## src/rtl/midi_in_parser.sv

```systemverilog
// MIDI IN receiver: oversampled 8N1 byte recovery plus running-status message assembly.
// Real-time bytes are filtered out, SysEx is skipped, and channel messages come out with a one-cycle valid strobe.
module midi_in_parser #(
  parameter int BAUD_CNT = 3200
) (
  input  logic       clk,
  input  logic       rst,
  input  logic       midi_rx,
  output logic       msg_valid,
  output logic [7:0] msg_status,
  output logic [7:0] msg_data1,
  output logic [7:0] msg_data2,
  output logic [1:0] msg_len,
  output logic       frame_err
);
  localparam int CW = $clog2(BAUD_CNT);
  localparam logic [CW-1:0] CNT_HALF = CW'(BAUD_CNT / 2 - 1);
  localparam logic [CW-1:0] CNT_LAST = CW'(BAUD_CNT - 1);

  typedef enum logic [2:0] {S_IDLE, S_START, S_DATA, S_STOP, S_BREAK} state_e;

  logic          sync1_q, rx_s_q;
  state_e        state_q, state_d;
  logic [CW-1:0] cnt_q, cnt_d;
  logic [2:0]    bit_q, bit_d;
  logic [7:0]    shift_q, shift_d;
  logic          byte_valid_q, byte_valid_d;
  logic          frame_err_q, frame_err_d;

  logic          rs_valid_q, rs_valid_d;
  logic [7:0]    rs_q, rs_d;
  logic          need2_q, need2_d;
  logic [1:0]    dcnt_q, dcnt_d;
  logic [7:0]    hold1_q, hold1_d;
  logic          sysex_q, sysex_d;
  logic          msg_valid_q, msg_valid_d;
  logic [7:0]    msg_status_q, msg_status_d;
  logic [7:0]    msg_data1_q, msg_data1_d;
  logic [7:0]    msg_data2_q, msg_data2_d;
  logic [1:0]    msg_len_q, msg_len_d;

  always_ff @(posedge clk or negedge rst) begin
    if (!rst) begin
      sync1_q <= 1'b1;
      rx_s_q  <= 1'b1;
    end else begin
      sync1_q <= midi_rx;
      rx_s_q  <= sync1_q;
    end
  end

  // Leaving IDLE loads 1 so the counter equals the cycle index from the first low sample.
  always_comb begin
    state_d      = state_q;
    cnt_d        = (cnt_q == CNT_LAST) ? '0 : cnt_q + 1'b1;
    bit_d        = bit_q;
    shift_d      = shift_q;
    byte_valid_d = 1'b0;
    frame_err_d  = 1'b0;
    unique case (state_q)
      S_IDLE: begin
        cnt_d = '0;
        if (!rx_s_q) begin
          state_d = S_START;
          cnt_d   = CW'(1);
        end
      end
      S_START: begin
        if (cnt_q == CNT_HALF) begin
          cnt_d   = '0;
          bit_d   = '0;
          state_d = rx_s_q ? S_IDLE : S_DATA;
        end
      end
      S_DATA: begin
        if (cnt_q == CNT_LAST) begin
          shift_d = {rx_s_q, shift_q[7:1]};
          bit_d   = bit_q + 1'b1;
          if (bit_q == 3'd7) state_d = S_STOP;
        end
      end
      S_STOP: begin
        if (cnt_q == CNT_LAST) begin
          state_d      = rx_s_q ? S_IDLE : S_BREAK;
          byte_valid_d = rx_s_q;
          frame_err_d  = !rx_s_q;
        end
      end
      S_BREAK: begin
        if (rx_s_q) state_d = S_IDLE;
      end
      default: state_d = S_IDLE;
    endcase
  end

  always_ff @(posedge clk or negedge rst) begin
    if (!rst) begin
      state_q      <= S_IDLE;
      cnt_q        <= '0;
      bit_q        <= '0;
      shift_q      <= '0;
      byte_valid_q <= 1'b0;
      frame_err_q  <= 1'b0;
    end else begin
      state_q      <= state_d;
      cnt_q        <= cnt_d;
      bit_q        <= bit_d;
      shift_q      <= shift_d;
      byte_valid_q <= byte_valid_d;
      frame_err_q  <= frame_err_d;
    end
  end

  // Real-time bytes (F8-FF) match no branch and leave the parser untouched.
  always_comb begin
    rs_valid_d   = rs_valid_q;
    rs_d         = rs_q;
    need2_d      = need2_q;
    dcnt_d       = dcnt_q;
    hold1_d      = hold1_q;
    sysex_d      = sysex_q;
    msg_valid_d  = 1'b0;
    msg_status_d = msg_status_q;
    msg_data1_d  = msg_data1_q;
    msg_data2_d  = msg_data2_q;
    msg_len_d    = msg_len_q;
    if (byte_valid_q) begin
      if (shift_q == 8'hF0) begin
        sysex_d    = 1'b1;
        rs_valid_d = 1'b0;
      end else if (shift_q >= 8'hF1 && shift_q <= 8'hF7) begin
        sysex_d    = 1'b0;
        rs_valid_d = 1'b0;
      end else if (shift_q >= 8'h80 && shift_q <= 8'hEF) begin
        rs_d       = shift_q;
        rs_valid_d = 1'b1;
        sysex_d    = 1'b0;
        need2_d    = (shift_q[7:5] != 3'b110);
        dcnt_d     = '0;
        hold1_d    = '0;
      end else if (!shift_q[7] && !sysex_q && rs_valid_q) begin
        if (dcnt_q == 2'd0) hold1_d = shift_q;
        if (need2_q && dcnt_q == 2'd0) begin
          dcnt_d = 2'd1;
        end else begin
          dcnt_d       = '0;
          msg_valid_d  = 1'b1;
          msg_status_d = rs_q;
          if (need2_q) begin
            msg_data1_d = hold1_q;
            msg_data2_d = shift_q;
            msg_len_d   = 2'd3;
          end else begin
            msg_data1_d = shift_q;
            msg_data2_d = 8'h00;
            msg_len_d   = 2'd2;
          end
        end
      end
    end
  end

  always_ff @(posedge clk or negedge rst) begin
    if (!rst) begin
      rs_valid_q   <= 1'b0;
      rs_q         <= '0;
      need2_q      <= 1'b1;
      dcnt_q       <= '0;
      hold1_q      <= '0;
      sysex_q      <= 1'b0;
      msg_valid_q  <= 1'b0;
      msg_status_q <= '0;
      msg_data1_q  <= '0;
      msg_data2_q  <= '0;
      msg_len_q    <= '0;
    end else begin
      rs_valid_q   <= rs_valid_d;
      rs_q         <= rs_d;
      need2_q      <= need2_d;
      dcnt_q       <= dcnt_d;
      hold1_q      <= hold1_d;
      sysex_q      <= sysex_d;
      msg_valid_q  <= msg_valid_d;
      msg_status_q <= msg_status_d;
      msg_data1_q  <= msg_data1_d;
      msg_data2_q  <= msg_data2_d;
      msg_len_q    <= msg_len_d;
    end
  end

  assign msg_valid  = msg_valid_q;
  assign msg_status = msg_status_q;
  assign msg_data1  = msg_data1_q;
  assign msg_data2  = msg_data2_q;
  assign msg_len    = msg_len_q;
  assign frame_err  = frame_err_q;

endmodule

```

## config.mk

```make
export PLATFORM = sky130hd
export DESIGN_NAME = midi_in_parser
export DESIGN_NICKNAME = d
export VERILOG_FILES = /design/src/rtl/midi_in_parser.sv
export SDC_FILE = /design/constraint.sdc
export NUM_CORES = 1
export LEC_CHECK = 0
export ABC_AREA = 1
export CAP_MARGIN = 0
export CORE_UTILIZATION = 61
export DETAILED_ROUTE_END_ITERATION = 8
export GPL_ROUTABILITY_DRIVEN = 0
export PLACE_DENSITY_LB_ADDON = 0.05
export SYNTH_ARGS = -nofsm -noshare
export SYNTH_HDL_FRONTEND = slang
export SYNTH_SLANG_ARGS = --single-unit
```

## constraint.sdc

```tcl
create_clock -name clk -period 2.3 [get_ports clk]
set_input_delay 0.46 -clock clk [delete_from_list [all_inputs] [get_ports clk]]
set_output_delay 0.46 -clock clk [all_outputs]
set_load 0.02 [all_outputs]
```

==> run metrics <==
via density per instance 5.26; total of endpoints with negative setup slack in the final report 0; Cell Rows 26; share of the yosys chip area belonging to registers 57.9%; # placed instances 459; ys flop type dfrtp_1; number of design-rule violations left by the first detailed-router iteration 260; top post-synthesis cells by area dfrtp_1 56%, nand2_1 13%, o21ai_0 5.1%; status finished, final reports clean; first-pass GRT wire length 11,200 um; final critical-path setup slack 510 ps; leading area contributor after synthesis dfrtp_1; share of flip-flops with an asynchronous set or reset 100%; average wire per standard cell 13.0 um; post-synth cell types 28; actual slew at the worst max-slew pin 397 ps; Detailed Routing Iterations Pass 1 4; number of inserted filler cells in the final layout 389; Initial Util 64.5%; GRT Overall Usage 25.0%; Total Power Consumption 2.54 mW; count of port buffers added during placement 30; cell leakage power 1.79 nW; power per standard cell area 653 nW/um2; synthesized area divided by synthesized cell count 9.11 um2; GRT Residual Overflow 0; pin count of the biggest net entering global routing 48; proportion of netlist area held by the largest area contributor 55.5%; relative slew slack 73.5%; time the final worst path needs with I/O delays and setup 1790 ps; net count after synthesis 372; worst supply voltage drop on vdd 0.000548 V; setup slack after placement 676 ps; data arrival time at the worst-slack endpoint 1330 ps; Num CTS Buffers 9; vias in the first global route 2,520; Final Instance Count excl. Fillers 475; Syn-to-layout area delta 16.7%; horizontal die dimension 76.0 um; sequential cell area in the final layout 1930 um2; #FFs+latches synth 77; Crit path required time 1840 ps; number of buffers and inverters on the critical path 1; Boundary Pins 31; Crit path largest cell delay 610 ps; DRT antenna net count 0; slowest stage cell, crit path clkdlybuf4s50_1; chip height 76.0 um; r2r startpoint shift_q[7]; area of the core 5170 um2; Ant. Diodes 0; footprint of the multi-input gates 1200 um2; H-tree depth reported by CTS 3; total die area 5770 um2; Net count, final 406; Setup crit end kind output port; number of remaining DRC errors 0; TritonCTS clock tree built; Post-CTS Setup Repair Bufs 0; clock edge transition at the registers on the reported setup and hold paths 70 ps; worst setup skew after layout 8.84 ps; cell at the root of the clock tree clkbuf_8; number of max-cap violations 0; Final HPWL DP 4220 um; worst-case clock buffer depth 2; gate count of the mapped netlist 366; antenna violations before repair 0; CP delay by family, top buffers and inverters; Setup TNS 0 ps; final max-slew violation count 0; fmax 559 MHz; Post-CTS Hold Buffers 0; latest clock arrival within the worst-skew pair 360 ps; area of the mapped netlist 3340 um2; critical path start-end classification register to output port; Worst R2R Setup Slack 680 ps; Reg2Reg Depth 5; class of the tightest hold or removal check primary input to asynchronous set/reset pin; final worst-path cycle share 77.8%; RSZ-0062 raised after global routing no; final core utilization 75.3%; share of layout cells above drive strength 1 10.1%; cells along the critical path clkdlybuf4s50_1; most common cell in the netlist nand2_1; most frequent cells after synthesis 112 x nand2_1, 74 x dfrtp_1, 34 x o21ai_0; overall routed net length 6160 um; startpoint type of the worst setup path register; end of the worst register-to-register path msg_data2[2]; cells resized by post-CTS repair 0; number of failing hold endpoints at the final stage 0; Crit Path Max Fanout 2; Via Count 2,500; Num Clock Sinks 77; count of synthesis-stage warnings from yosys 0; Post-synth EDFFs 0
[layer usage]
| metal | track usage [%] | wire length (um) |
|---|---|---|
| met5 | 0 | 0 |
| met4 | 13.3 | 161 |
| met3 | 3.98 | 162 |
| met2 | 43.4 | 3130 |
| met1 | 30.0 | 2710 |
[sequential cells by signal, indices dropped and copies added, names as in the netlist, 2 cells and up]
signal	flops
msg_len	2
msg_data1	8
bit_q	3
msg_data2	8
state_q	3
rs_q	8
hold1_q	8
msg_status	8
shift_q	8
cnt_q	12
[per-stage QoR]
step                      cell area, um2  hold slack, ps
after floorplan                     3340             164
after global placement              3670             348
after detailed placement            3670             347
after CTS                           3890            35.5
after global routing                3890            58.2
final                               3890            24.8
[area by class of cell]
| class | instances | area share, % |
|---|---|---|
| Clock buffer | 12 | 3.98 |
| Clock inverter | 4 | 1.80 |
| Inverter | 32 | 3.21 |
| Multi-Input combinational cell | 248 | 30.8 |
| Sequential cell | 77 | 49.6 |
| Tap cell | 70 | 2.25 |
| Timing Repair Buffer | 32 | 8.35 |
[report_power, final]
part / leakage, nW / total, mW / switching [mW] / internal (mW)
combinational: 0.629 / 0.0337 / 0.0269 / 0.00679
sequential: 1.05 / 1.36 / 0.00124 / 1.36
clock: 0.116 / 1.15 / 0.483 / 0.667
[how the worst max path moves through the flow]
stage / from / end / slack [ps] / depth (start not counted)
6_report: msg_data2[2] / msg_data2[2] / 510 / 1
2_1_floorplan: need2_q / msg_len[1] / 910 / 5
3_3_place_gp: shift_q[7] / msg_data2[4] / 740 / 5
3_5_place_dp: shift_q[7] / msg_data2[2] / 680 / 5
5_1_grt: msg_data1[7] / msg_data1[7] / 470 / 1
4_1_cts: msg_data2[2] / msg_data2[2] / 480 / 1
[kinds of logic (layout without fill, tap and decap cells)]
family | after synthesis | after routing | synth area share, %
and+or+nand+nor | 183 | 183 | 24.3
DFF | 77 | 77 | 57.9
AOI/OAI and AO/OA | 56 | 56 | 8.96
buffers and inverters | 41 | 80 | 6.15
xor gates and xnor gates | 6 | 6 | 1.58
adders and majority gates | 3 | 3 | 1.13
[cell usage in the layout, fill, tap and decap left out, types with 5 or more instances in the layout]
master / count
nand2_1: 112
dfrtp_1: 74
o21ai_0: 34
nor2_1: 33
clkdlybuf4s50_1: 29
inv_1: 28
nand3_1: 15
a31oi_1: 11
clkbuf_8: 11
nand2_2: 7
o21ai_1: 6
xor2_1: 5
Note: power is estimated with default switching activity, not from simulation.
